`src/rtl/dice_bram_port_arbiter_if.sv`:
```
// Bus bundle between the DICE requesters / BRAM pair and the port arbiter.
// The slave side is the arbiter. The master side is the requesters plus the BRAM.
interface dice_bram_port_arbiter_if #(
  parameter int ADDR_W     = 12,
  parameter int DATA_W     = 32,
  parameter int BYTE_LANES = DATA_W / 8
);
  logic                  bram_ready;
  logic                  grad_done;
  logic                  grad_en;
  logic                  grad_we;
  logic [ADDR_W-1:0]     grad_addr;
  logic [DATA_W-1:0]     grad_din;
  logic                  gamma_en_ref;
  logic [ADDR_W-1:0]     gamma_addr_ref;
  logic                  gamma_en_def;
  logic [ADDR_W-1:0]     gamma_addr_def;
  logic [DATA_W-1:0]     bram_dout_ref;
  logic [DATA_W-1:0]     bram_dout_def;
  logic                  bram_en_ref;
  logic [BYTE_LANES-1:0] bram_we_ref;
  logic [31:0]           bram_addr_ref;
  logic [DATA_W-1:0]     bram_din_ref;
  logic                  bram_en_def;
  logic [31:0]           bram_addr_def;
  logic [DATA_W-1:0]     rdata_ref;
  logic                  rvalid_ref;
  logic [DATA_W-1:0]     rdata_def;
  logic                  rvalid_def;
  logic [1:0]            phase;
  logic                  access_err;

  modport master (
    output bram_ready, grad_done, grad_en, grad_we, grad_addr, grad_din,
           gamma_en_ref, gamma_addr_ref, gamma_en_def, gamma_addr_def,
           bram_dout_ref, bram_dout_def,
    input  bram_en_ref, bram_we_ref, bram_addr_ref, bram_din_ref,
           bram_en_def, bram_addr_def, rdata_ref, rvalid_ref,
           rdata_def, rvalid_def, phase, access_err
  );

  modport slave (
    input  bram_ready, grad_done, grad_en, grad_we, grad_addr, grad_din,
           gamma_en_ref, gamma_addr_ref, gamma_en_def, gamma_addr_def,
           bram_dout_ref, bram_dout_def,
    output bram_en_ref, bram_we_ref, bram_addr_ref, bram_din_ref,
           bram_en_def, bram_addr_def, rdata_ref, rvalid_ref,
           rdata_def, rvalid_def, phase, access_err
  );
endinterface

```
`src/rtl/dice_bram_port_arbiter.sv`:
```
// Ownership arbiter for the ref/def image BRAM ports.
// The gradient engine owns ref in GRAD. The gamma engine owns both ports in GAMMA. DRAIN separates the two phases.
module dice_bram_port_arbiter #(
  parameter int ADDR_W     = 12,
  parameter int DATA_W     = 32,
  parameter int BYTE_LANES = DATA_W / 8,
  parameter int RD_LATENCY = 2
) (
  input  logic clock,
  input  logic resetn,
  dice_bram_port_arbiter_if.slave bus
);
  localparam int SHIFT = $clog2(BYTE_LANES);
  localparam int CNT_W = $clog2(RD_LATENCY + 1);

  typedef enum logic [1:0] {IDLE = 2'd0, GRAD = 2'd1, DRAIN = 2'd2, GAMMA = 2'd3} phase_e;

  phase_e                phase_q, phase_d, tgt_q, tgt_d;
  logic [CNT_W-1:0]      cnt_q, cnt_d;
  logic                  en_ref_q, en_ref_d, en_def_q, en_def_d;
  logic [BYTE_LANES-1:0] we_ref_q, we_ref_d;
  logic [31:0]           addr_ref_q, addr_ref_d, addr_def_q, addr_def_d;
  logic [DATA_W-1:0]     din_ref_q, din_ref_d;
  logic                  err_q, err_d;
  logic [RD_LATENCY-1:0] vld_pipe_ref_q, vld_pipe_ref_d, vld_pipe_def_q, vld_pipe_def_d;
  logic [DATA_W-1:0]     hold_ref_q, hold_ref_d, hold_def_q, hold_def_d;
  logic                  stay, gnt_grad, gnt_gref, gnt_gdef, rv_ref, rv_def;

  function automatic logic [31:0] byte_addr(input logic [ADDR_W-1:0] w);
    return 32'(w) << SHIFT;
  endfunction

  assign rv_ref = vld_pipe_ref_q[RD_LATENCY-1];
  assign rv_def = vld_pipe_def_q[RD_LATENCY-1];

  always_comb begin
    phase_d = phase_q;
    tgt_d   = tgt_q;
    cnt_d   = cnt_q;
    case (phase_q)
      IDLE:  if (bus.bram_ready) phase_d = bus.grad_done ? GAMMA : GRAD;
      GRAD:  if (bus.grad_done) begin
               phase_d = DRAIN;
               tgt_d   = GAMMA;
               cnt_d   = CNT_W'(RD_LATENCY - 1);
             end
      GAMMA: if (!bus.grad_done) begin
               phase_d = DRAIN;
               tgt_d   = GRAD;
               cnt_d   = CNT_W'(RD_LATENCY - 1);
             end
      default: begin
        if (cnt_q == '0) phase_d = tgt_q;
        else             cnt_d   = cnt_q - CNT_W'(1);
      end
    endcase
    if (!bus.bram_ready) phase_d = IDLE;

    // Grants happen only when the phase is held across the edge, so DRAIN and IDLE always show idle ports.
    stay     = (phase_d == phase_q);
    gnt_grad = stay && (phase_q == GRAD)  && bus.grad_en;
    gnt_gref = stay && (phase_q == GAMMA) && bus.gamma_en_ref;
    gnt_gdef = stay && (phase_q == GAMMA) && bus.gamma_en_def;

    en_ref_d   = gnt_grad || gnt_gref;
    en_def_d   = gnt_gdef;
    we_ref_d   = {BYTE_LANES{gnt_grad && bus.grad_we}};
    addr_ref_d = addr_ref_q;
    if (gnt_grad)      addr_ref_d = byte_addr(bus.grad_addr);
    else if (gnt_gref) addr_ref_d = byte_addr(bus.gamma_addr_ref);
    addr_def_d = gnt_gdef ? byte_addr(bus.gamma_addr_def) : addr_def_q;
    din_ref_d  = (gnt_grad && bus.grad_we) ? bus.grad_din : din_ref_q;

    err_d = err_q
          || (bus.grad_en && (phase_q != GRAD))
          || ((bus.gamma_en_ref || bus.gamma_en_def) && (phase_q != GAMMA));

    // The pipes are fed from the registered port enables, so rvalid trails bram_en by RD_LATENCY cycles.
    vld_pipe_ref_d = RD_LATENCY'({vld_pipe_ref_q, en_ref_q && !we_ref_q[0]});
    vld_pipe_def_d = RD_LATENCY'({vld_pipe_def_q, en_def_q});
    if (!bus.bram_ready) begin
      vld_pipe_ref_d = '0;
      vld_pipe_def_d = '0;
    end

    hold_ref_d = rv_ref ? bus.bram_dout_ref : hold_ref_q;
    hold_def_d = rv_def ? bus.bram_dout_def : hold_def_q;
  end

  always_ff @(posedge clock) begin
    if (!resetn) begin
      phase_q        <= IDLE;
      tgt_q          <= IDLE;
      cnt_q          <= '0;
      en_ref_q       <= 1'b0;
      en_def_q       <= 1'b0;
      we_ref_q       <= '0;
      addr_ref_q     <= '0;
      addr_def_q     <= '0;
      din_ref_q      <= '0;
      err_q          <= 1'b0;
      vld_pipe_ref_q <= '0;
      vld_pipe_def_q <= '0;
      hold_ref_q     <= '0;
      hold_def_q     <= '0;
    end else begin
      phase_q        <= phase_d;
      tgt_q          <= tgt_d;
      cnt_q          <= cnt_d;
      en_ref_q       <= en_ref_d;
      en_def_q       <= en_def_d;
      we_ref_q       <= we_ref_d;
      addr_ref_q     <= addr_ref_d;
      addr_def_q     <= addr_def_d;
      din_ref_q      <= din_ref_d;
      err_q          <= err_d;
      vld_pipe_ref_q <= vld_pipe_ref_d;
      vld_pipe_def_q <= vld_pipe_def_d;
      hold_ref_q     <= hold_ref_d;
      hold_def_q     <= hold_def_d;
    end
  end

  assign bus.bram_en_ref   = en_ref_q;
  assign bus.bram_we_ref   = we_ref_q;
  assign bus.bram_addr_ref = addr_ref_q;
  assign bus.bram_din_ref  = din_ref_q;
  assign bus.bram_en_def   = en_def_q;
  assign bus.bram_addr_def = addr_def_q;
  assign bus.rvalid_ref    = rv_ref;
  assign bus.rvalid_def    = rv_def;
  // Read data passes straight through on the valid cycle and is held in between.
  assign bus.rdata_ref     = rv_ref ? bus.bram_dout_ref : hold_ref_q;
  assign bus.rdata_def     = rv_def ? bus.bram_dout_def : hold_def_q;
  assign bus.phase         = phase_q;
  assign bus.access_err    = err_q;
endmodule

```
`src/flat_wrapper.sv`:
```
// flat-port wrapper written by rule: the top's interface ports become plain ports
module dice_bram_port_arbiter_flat 
#(
  parameter int ADDR_W     = 12,
  parameter int DATA_W     = 32,
  parameter int BYTE_LANES = DATA_W / 8,
  parameter int RD_LATENCY = 2
)
  (clock, resetn, bus_bram_ready, bus_grad_done, bus_grad_en, bus_grad_we, bus_grad_addr, bus_grad_din, bus_gamma_en_ref, bus_gamma_addr_ref, bus_gamma_en_def, bus_gamma_addr_def, bus_bram_dout_ref, bus_bram_dout_def, bus_bram_en_ref, bus_bram_we_ref, bus_bram_addr_ref, bus_bram_din_ref, bus_bram_en_def, bus_bram_addr_def, bus_rdata_ref, bus_rvalid_ref, bus_rdata_def, bus_rvalid_def, bus_phase, bus_access_err);
  dice_bram_port_arbiter_if #(.ADDR_W(ADDR_W), .DATA_W(DATA_W), .BYTE_LANES(BYTE_LANES)) bus_i ();
  input  logic clock;
  input  logic resetn;
  input wire logic [$bits(bus_i.bram_ready)-1:0] bus_bram_ready;
  input wire logic [$bits(bus_i.grad_done)-1:0] bus_grad_done;
  input wire logic [$bits(bus_i.grad_en)-1:0] bus_grad_en;
  input wire logic [$bits(bus_i.grad_we)-1:0] bus_grad_we;
  input wire logic [$bits(bus_i.grad_addr)-1:0] bus_grad_addr;
  input wire logic [$bits(bus_i.grad_din)-1:0] bus_grad_din;
  input wire logic [$bits(bus_i.gamma_en_ref)-1:0] bus_gamma_en_ref;
  input wire logic [$bits(bus_i.gamma_addr_ref)-1:0] bus_gamma_addr_ref;
  input wire logic [$bits(bus_i.gamma_en_def)-1:0] bus_gamma_en_def;
  input wire logic [$bits(bus_i.gamma_addr_def)-1:0] bus_gamma_addr_def;
  input wire logic [$bits(bus_i.bram_dout_ref)-1:0] bus_bram_dout_ref;
  input wire logic [$bits(bus_i.bram_dout_def)-1:0] bus_bram_dout_def;
  output wire logic [$bits(bus_i.bram_en_ref)-1:0] bus_bram_en_ref;
  output wire logic [$bits(bus_i.bram_we_ref)-1:0] bus_bram_we_ref;
  output wire logic [$bits(bus_i.bram_addr_ref)-1:0] bus_bram_addr_ref;
  output wire logic [$bits(bus_i.bram_din_ref)-1:0] bus_bram_din_ref;
  output wire logic [$bits(bus_i.bram_en_def)-1:0] bus_bram_en_def;
  output wire logic [$bits(bus_i.bram_addr_def)-1:0] bus_bram_addr_def;
  output wire logic [$bits(bus_i.rdata_ref)-1:0] bus_rdata_ref;
  output wire logic [$bits(bus_i.rvalid_ref)-1:0] bus_rvalid_ref;
  output wire logic [$bits(bus_i.rdata_def)-1:0] bus_rdata_def;
  output wire logic [$bits(bus_i.rvalid_def)-1:0] bus_rvalid_def;
  output wire logic [$bits(bus_i.phase)-1:0] bus_phase;
  output wire logic [$bits(bus_i.access_err)-1:0] bus_access_err;
  assign bus_i.bram_ready = bus_bram_ready;
  assign bus_i.grad_done = bus_grad_done;
  assign bus_i.grad_en = bus_grad_en;
  assign bus_i.grad_we = bus_grad_we;
  assign bus_i.grad_addr = bus_grad_addr;
  assign bus_i.grad_din = bus_grad_din;
  assign bus_i.gamma_en_ref = bus_gamma_en_ref;
  assign bus_i.gamma_addr_ref = bus_gamma_addr_ref;
  assign bus_i.gamma_en_def = bus_gamma_en_def;
  assign bus_i.gamma_addr_def = bus_gamma_addr_def;
  assign bus_i.bram_dout_ref = bus_bram_dout_ref;
  assign bus_i.bram_dout_def = bus_bram_dout_def;
  assign bus_bram_en_ref = bus_i.bram_en_ref;
  assign bus_bram_we_ref = bus_i.bram_we_ref;
  assign bus_bram_addr_ref = bus_i.bram_addr_ref;
  assign bus_bram_din_ref = bus_i.bram_din_ref;
  assign bus_bram_en_def = bus_i.bram_en_def;
  assign bus_bram_addr_def = bus_i.bram_addr_def;
  assign bus_rdata_ref = bus_i.rdata_ref;
  assign bus_rvalid_ref = bus_i.rvalid_ref;
  assign bus_rdata_def = bus_i.rdata_def;
  assign bus_rvalid_def = bus_i.rvalid_def;
  assign bus_phase = bus_i.phase;
  assign bus_access_err = bus_i.access_err;
  dice_bram_port_arbiter #(.ADDR_W(ADDR_W), .DATA_W(DATA_W), .BYTE_LANES(BYTE_LANES), .RD_LATENCY(RD_LATENCY)) u_core (.clock(clock), .resetn(resetn), .bus(bus_i));
endmodule
```
`config.mk`:
```
export PLATFORM = sky130hd
export DESIGN_NAME = dice_bram_port_arbiter_flat
export DESIGN_NICKNAME = d
export VERILOG_FILES = /design/src/rtl/dice_bram_port_arbiter_if.sv /design/src/rtl/dice_bram_port_arbiter.sv /design/src/flat_wrapper.sv
export SDC_FILE = /design/constraint.sdc
export NUM_CORES = 1
export LEC_CHECK = 0
export ABC_AREA = 1
export CORE_ASPECT_RATIO = 1.75
export CORE_MARGIN = 4
export CORE_UTILIZATION = 39
export CTS_BUF_LIST = sky130_fd_sc_hd__clkbuf_16
export CTS_CLUSTER_SIZE = 24
export DETAILED_ROUTE_END_ITERATION = 7
export GPL_ROUTABILITY_DRIVEN = 0
export GPL_TIMING_DRIVEN = 0
export HOLD_SLACK_MARGIN = 0.05
export PLACE_DENSITY = 0.9
export SLEW_MARGIN = 20
export SYNTH_ARGS = -nofsm -noshare
export SYNTH_HDL_FRONTEND = slang
export SYNTH_SLANG_ARGS = --single-unit
export TNS_END_PERCENT = 100
```
`constraint.sdc`:
```
create_clock -name clock -period 2 [get_ports clock]
set_input_delay 0.2 -clock clock [delete_from_list [all_inputs] [get_ports clock]]
set_output_delay 0.2 -clock clock [all_outputs]
set_load 0.05 [all_outputs]
```
### Word level (Yosys, flattened, before mapping)

Index checks and enable logic that the tools add are counted.

| storage, ports and cells | value |
|---|---|
| register bits | 134 |
| input port bits | 140 |
| output and inout port bits | 171 |
| word-level logic and storage cells | 61 |

| operators by class | value |
|---|---|
| $add $sub $neg | 1 |
| eq/ne operators | 8 |
| muxes and demuxes | 16 |
| bitwise logic cells | 1 |
| reduce and logical (&&, ||, !) cells | 21 |

Operators by type and width:

| kind | count |
|---|---|
| two-way mux 32 bit | 2 |
| two-way mux 14 bit | 2 |
| two-way mux 2 bit | 9 |
| case mux 2 bit (3 select lines) | 2 |
| logical AND 1 bit | 9 |
| != test 2 bit (second input constant) | 3 |
| logical NOT 2 bit | 2 |
| logical OR 1 bit | 4 |
| case mux 2 bit (2 select lines) | 1 |
| AND reduction 4 bit | 1 |
| nonzero test 2 bit | 2 |
| != test 3 bit (second input constant) | 1 |
| AND reduction 3 bit | 1 |
| equality test 2 x 1 -> 1 bit (second input constant) | 1 |
| equality test 2 bit | 1 |
| equality test 2 bit (second input constant) | 1 |
| != test 2 x 1 -> 1 bit (second input constant) | 1 |
| AND reduction 2 bit | 1 |
| subtractor 2 x 1 -> 2 bit (second input constant) | 1 |
| logical NOT 1 bit | 1 |
| NOT 1 bit | 1 |

### Longest topological paths before layout

| logic depth | value |
|---|---|
| word-level depth | 9 |
| depth in mapped cells | 14 |
| gate-level depth less buffers | 13 |

### Worst setup path after synthesis

No wires, ideal clock.

| timing path | value |
|---|---|
| kind | reg2reg |
| start point | register u_core.phase_q[0], in the netlist u_core.bus.phase[0] |
| end point | register u_core.din_ref_q[22], in the netlist u_core.bus.bram_din_ref[22] |
| library setup time | 0.116 ns |
| arrival | 1.756 ns |
| data required time | 1.884 ns |
| path slack | 0.128 ns |
| cell stages (with the launch flop) | 10 |
| path buffers | 2 |
| period minus slack after synthesis | 1.872 ns |
| path through | dfxtp_1 buf_4 nor2_8 a21oi_1 nand4_1 nor2_2 nand2_2 clkbuf_1 o21ai_0 nor2_1 |

| on the way | value |
|---|---|
| cells in the longest elaborated chain, start to end | 7 |
| elaborated cells between the ends (all ways) | 12 |
| classes of those cells | 3 x eq/ne; 5 x mux; 4 x reduce/logical |

RTL lines:

| what | line | RTL |
|---|---|---|
| start, declared | dice_bram_port_arbiter.sv:18 | `phase_e phase_q, phase_d, tgt_q, tgt_d;` |
| start signal, assigned | dice_bram_port_arbiter.sv:107 | `phase_q <= phase_d;` |
| equality test 2 bit (tied with other cells) | dice_bram_port_arbiter.sv:40 | `case (phase_q)` |
| case mux 2 bit (3 select lines) | dice_bram_port_arbiter.sv:40 |  |
| two-way mux 2 bit | dice_bram_port_arbiter.sv:57 | `if (!bus.bram_ready) phase_d = IDLE;` |
| equality test 2 bit | dice_bram_port_arbiter.sv:60 | `stay = (phase_d == phase_q);` |
| logical AND 1 bit * (2 in series) | dice_bram_port_arbiter.sv:61 | `gnt_grad = stay && (phase_q == GRAD) && bus.grad_en;` |
| logical AND 1 bit * | dice_bram_port_arbiter.sv:72 | `din_ref_d = (gnt_grad && bus.grad_we) ? bus.grad_din : din_ref_q;` |
| end signal, assigned | dice_bram_port_arbiter.sv:115 | `din_ref_q <= din_ref_d;` |
| end, declared | dice_bram_port_arbiter.sv:23 | `logic [DATA_W-1:0] din_ref_q, din_ref_d;` |

Every way passes the cells marked *; elsewhere a longest branch is shown, timed or not.
A chain may end at the register's enable or synchronous reset.

### Final worst setup path

| timing path | value |
|---|---|
| start point | register u_core.vld_pipe_def_q[1] |
| end point | output port bus_rdata_def[3] |

| on the way | value |
|---|---|
| cells in the longest elaborated chain, start to end | 1 |

RTL lines:

| what | line | RTL |
|---|---|---|
| start, declared | dice_bram_port_arbiter.sv:25 | `logic [RD_LATENCY-1:0] vld_pipe_ref_q, vld_pipe_ref_d, vld_pipe_def_q, vld_pipe_def_d;` |
| start signal, assigned | dice_bram_port_arbiter.sv:118 | `vld_pipe_def_q <= vld_pipe_def_d;` |
| two-way mux 32 bit | dice_bram_port_arbiter.sv:134 | `assign bus.rdata_def = rv_def ? bus.bram_dout_def : hold_def_q;` |
| end, declared | flat_wrapper.sv:33 | `output wire logic [$bits(bus_i.rdata_def)-1:0] bus_rdata_def;` |

Every way passes these cells.

==> impl_metrics.toml <==
[route]
via_per_inst = 4.644
vias = 5907
drt_iter0_drc = 220
ant_nets = 0
wl_mm = 18.39
drc = 0
drtPass1Iterations = 4
wl_per_cell_um = 14.46

[worst_setup_path]
cp_data_arrival_time_ns = 1.70
r2r-end = "u_core.bus.bram_din_ref[21]$_SDFFE_PN0P_"
reg2regPathDepth = 10
critPathKind = "reg2out"
cp.required_ns = 1.80
crit_fanout = 10
critPathLaunch = "u_core.vld_pipe_def_q[1]$_SDFF_PN0_"
startpoint_type = "register"
setup.worst_path.end = "bus_rdata_def[3]"
reg2reg_from = "u_core.cnt_q[0]$_SDFFE_PN0P_"
reg2reg_slack_ns = 0.15
cp-end-kind = "output port"

[clock_tree]
postCtsHoldBufs = 0
clkSlewWorstSetupHoldPaths_ns = 0.06
cts_max_path_buffers = 2
cts_tree = "built"
cts_num_sinks = 134
numCtsBuffers = 17
cts-root-buf = "clkbuf_16"
post_cts_buffers = 0
htreeDepth = 4
insertion_delay_ns = 0.41

[timing]
hold_violations = 0
timing.setup.tns_ns = 0
fin_crit_ns = 1.901
rsz0062_at_grt = "no"
worst_slack_ns = 0.09865
fmax_mhz = 525.9
post-route-period-util_pct = 95.07
fin_worst_skew_ns = 0.01130
tightestPinTransition_ns = 0.6197
slew_headroom_pct = 58.68
drv_slew = 0
setup_viol = 0

[die]
rows = 57
die_w_um = 97.80
dieArea_um2 = 16150
io_pins = 311
core_area_um2 = 13840
initial_core_util_pct = 39.78
die_y_um = 165.2

[yosys]
yosys.area.top_type = "dfxtp_1"
ys_seq_elements = 134
synthTopCellsByArea = "dfxtp_1 49%, nand2_1 17%, a21oi_1 7.3%, nor2_1 7.1%, buf_4 6.5%"
synth_warnings = 0
synth_cells = 755
syn_area_um2 = 5504
avgSynthCellArea_um2 = 7.290
synth-seq-area-share_pct = 48.74
synth_top_area_share_pct = 48.74
synth_cell_types = 27

[final_layout]
drive_gt1_share_pct = 16.18
final_common_cell = "nand2_1"
post-route-util_pct = 65.67
nFillCells = 1165
areaGrowthSynthToFinish_pct = 65.08
regArea_um2 = 2684
layout_common_cells = "254 x nand2_1, 201 x clkdlybuf4s50_1, 133 x dfxtp_1"
multi_input_area_um2 = 2360
final_nets = 1223

[grt]
grtUsageMet3_pct = 6.053
grt_pass1_wl_mm = 28.01
antenna_found_initial = 0
grt_overflow = 0
grt_max_degree = 17
grt_usage_pct = 21.93
met1_usage_pct = 20.55
grtUsageMet2_pct = 41.35
grt_pass1_vias = 5883
grt-busiest-layer = "met2"

[hold_path]
hp-class = "in2reg"

[power_and_ir_drop]
vdd.ir_drop.worst_mv = 0.5818
fin_total_pwr_mw = 6.953
p_leak_nw = 4.135
powerDensity_nw_per_um2 = 765.2

[flow_run]
maxCapViolations = 0

[placement]
io_buffers = 270
place_ws_ns = -0.3868
post-dp-hpwl_mm = 14.54

[status]
status = "finished, final reports clean"
==> registers in the layout, indices dropped and copies added, names as in the netlist, 12 cells and up <==
signal and cells:
u_core.bus.bram_addr_def 12, u_core.hold_ref_q 32, u_core.bus.bram_addr_ref 12, u_core.bus.bram_din_ref 32, u_core.hold_def_q 32
==> cell usage after synthesis <==
library cell  number
a211oi_1           1
a21oi_1           80
buf_1              3
buf_2              2
buf_4             48
buf_6              4
clkbuf_1          28
conb_1             1
dfxtp_1          134
ha_1               1
inv_1             17
inv_2              3
inv_4              1
nand2_1          254
nand2_2            3
nand3_1           17
nand4_1            1
nand4_2            1
nand4_4            2
nor2_1           104
nor2_2             2
nor2_8             1
nor3b_1            1
o21a_1             1
o21ai_0           41
o21ai_1            3
o31ai_1            1
==> per-layer routing <==
metal / routed length (µm) / part of all wire (%)
met1: 6172 / 34
met2: 9925 / 54
met3: 1291 / 7.0
met4: 1002 / 5.4
met5: 0 / 0
==> how the worst min path moves through the flow <==
stage	start	slack [ns]	cells after the start	endpoint
finish	bus_bram_dout_ref[14]	0.38	3	u_core.hold_ref_q[14]$_SDFF_PN0_
global route	bus_bram_dout_ref[12]	0.37	3	u_core.hold_ref_q[12]$_SDFF_PN0_
CTS	bus_bram_dout_def[5]	0.36	3	u_core.hold_def_q[5]$_SDFF_PN0_
detailed placement	u_core.vld_pipe_def_q[0]$_SDFF_PN0_	0.40	2	u_core.vld_pipe_def_q[1]$_SDFF_PN0_
global placement	u_core.vld_pipe_ref_q[0]$_SDFF_PN0_	0.40	2	u_core.vld_pipe_ref_q[1]$_SDFF_PN0_
floorplan	bus_gamma_addr_def[8]	0.35	2	u_core.bus.bram_addr_def[10]$_SDFFE_PN0P_
==> logic make-up after synthesis <==
kind of cell / Yosys count / synth area share (%)
AOI/OAI and AO/OA: 127 / 11.68
and+or+nand+nor: 386 / 28.14
DFF: 134 / 48.74
other: 1 / 0.06813
buffers and inverters: 106 / 11.14
adders and majority gates: 1 / 0.2273
==> report_power, final <==
part	switching (mW)	leakage [nW]	internal (mW)
Combinational	0.436	2.74	0.379
Sequential	0.0142	1.08	2.69
Clock	1.21	0.309	2.22
Total	1.66	4.14	5.30
==> stage by stage <==
step	hold slack [ns]	instances	instance area, µm²
after CTS	0.3566	1271	9099
after floorplan	0.3460	794	5650
after global routing	0.3658	1271	9084
final	0.3820	1272	9086
after detailed placement	0.3981	1241	8574
after global placement	0.3996	1241	8574
==> cell type report <==
class / count / share of cell area [%]
antenna: 1 / 0.02754
clock inverter: 14 / 2.465
sequential: 134 / 29.54
timing repair buffer: 270 / 27.87
inverter: 21 / 0.8951
buffer: 84 / 6.114
multi-input combinational: 554 / 25.97
tap: 177 / 2.437
clock buffer: 17 / 4.682
==> worst max-delay path, cell delays in order, from the launching register on <==
cell,delay [ns]
dfxtp_2,0.35
inv_1,0.13
clkbuf_2,0.27
nand2_1,0.12
nand2_1,0.08
clkdlybuf4s18_2,0.36
==> timing repair <==
item                                    4_1_cts  5_1_grt
pin swaps                                     0        1
gates resized for setup                     281       50
endpoints found under the setup margin       68       88
(Power assumes the default switching activity.)
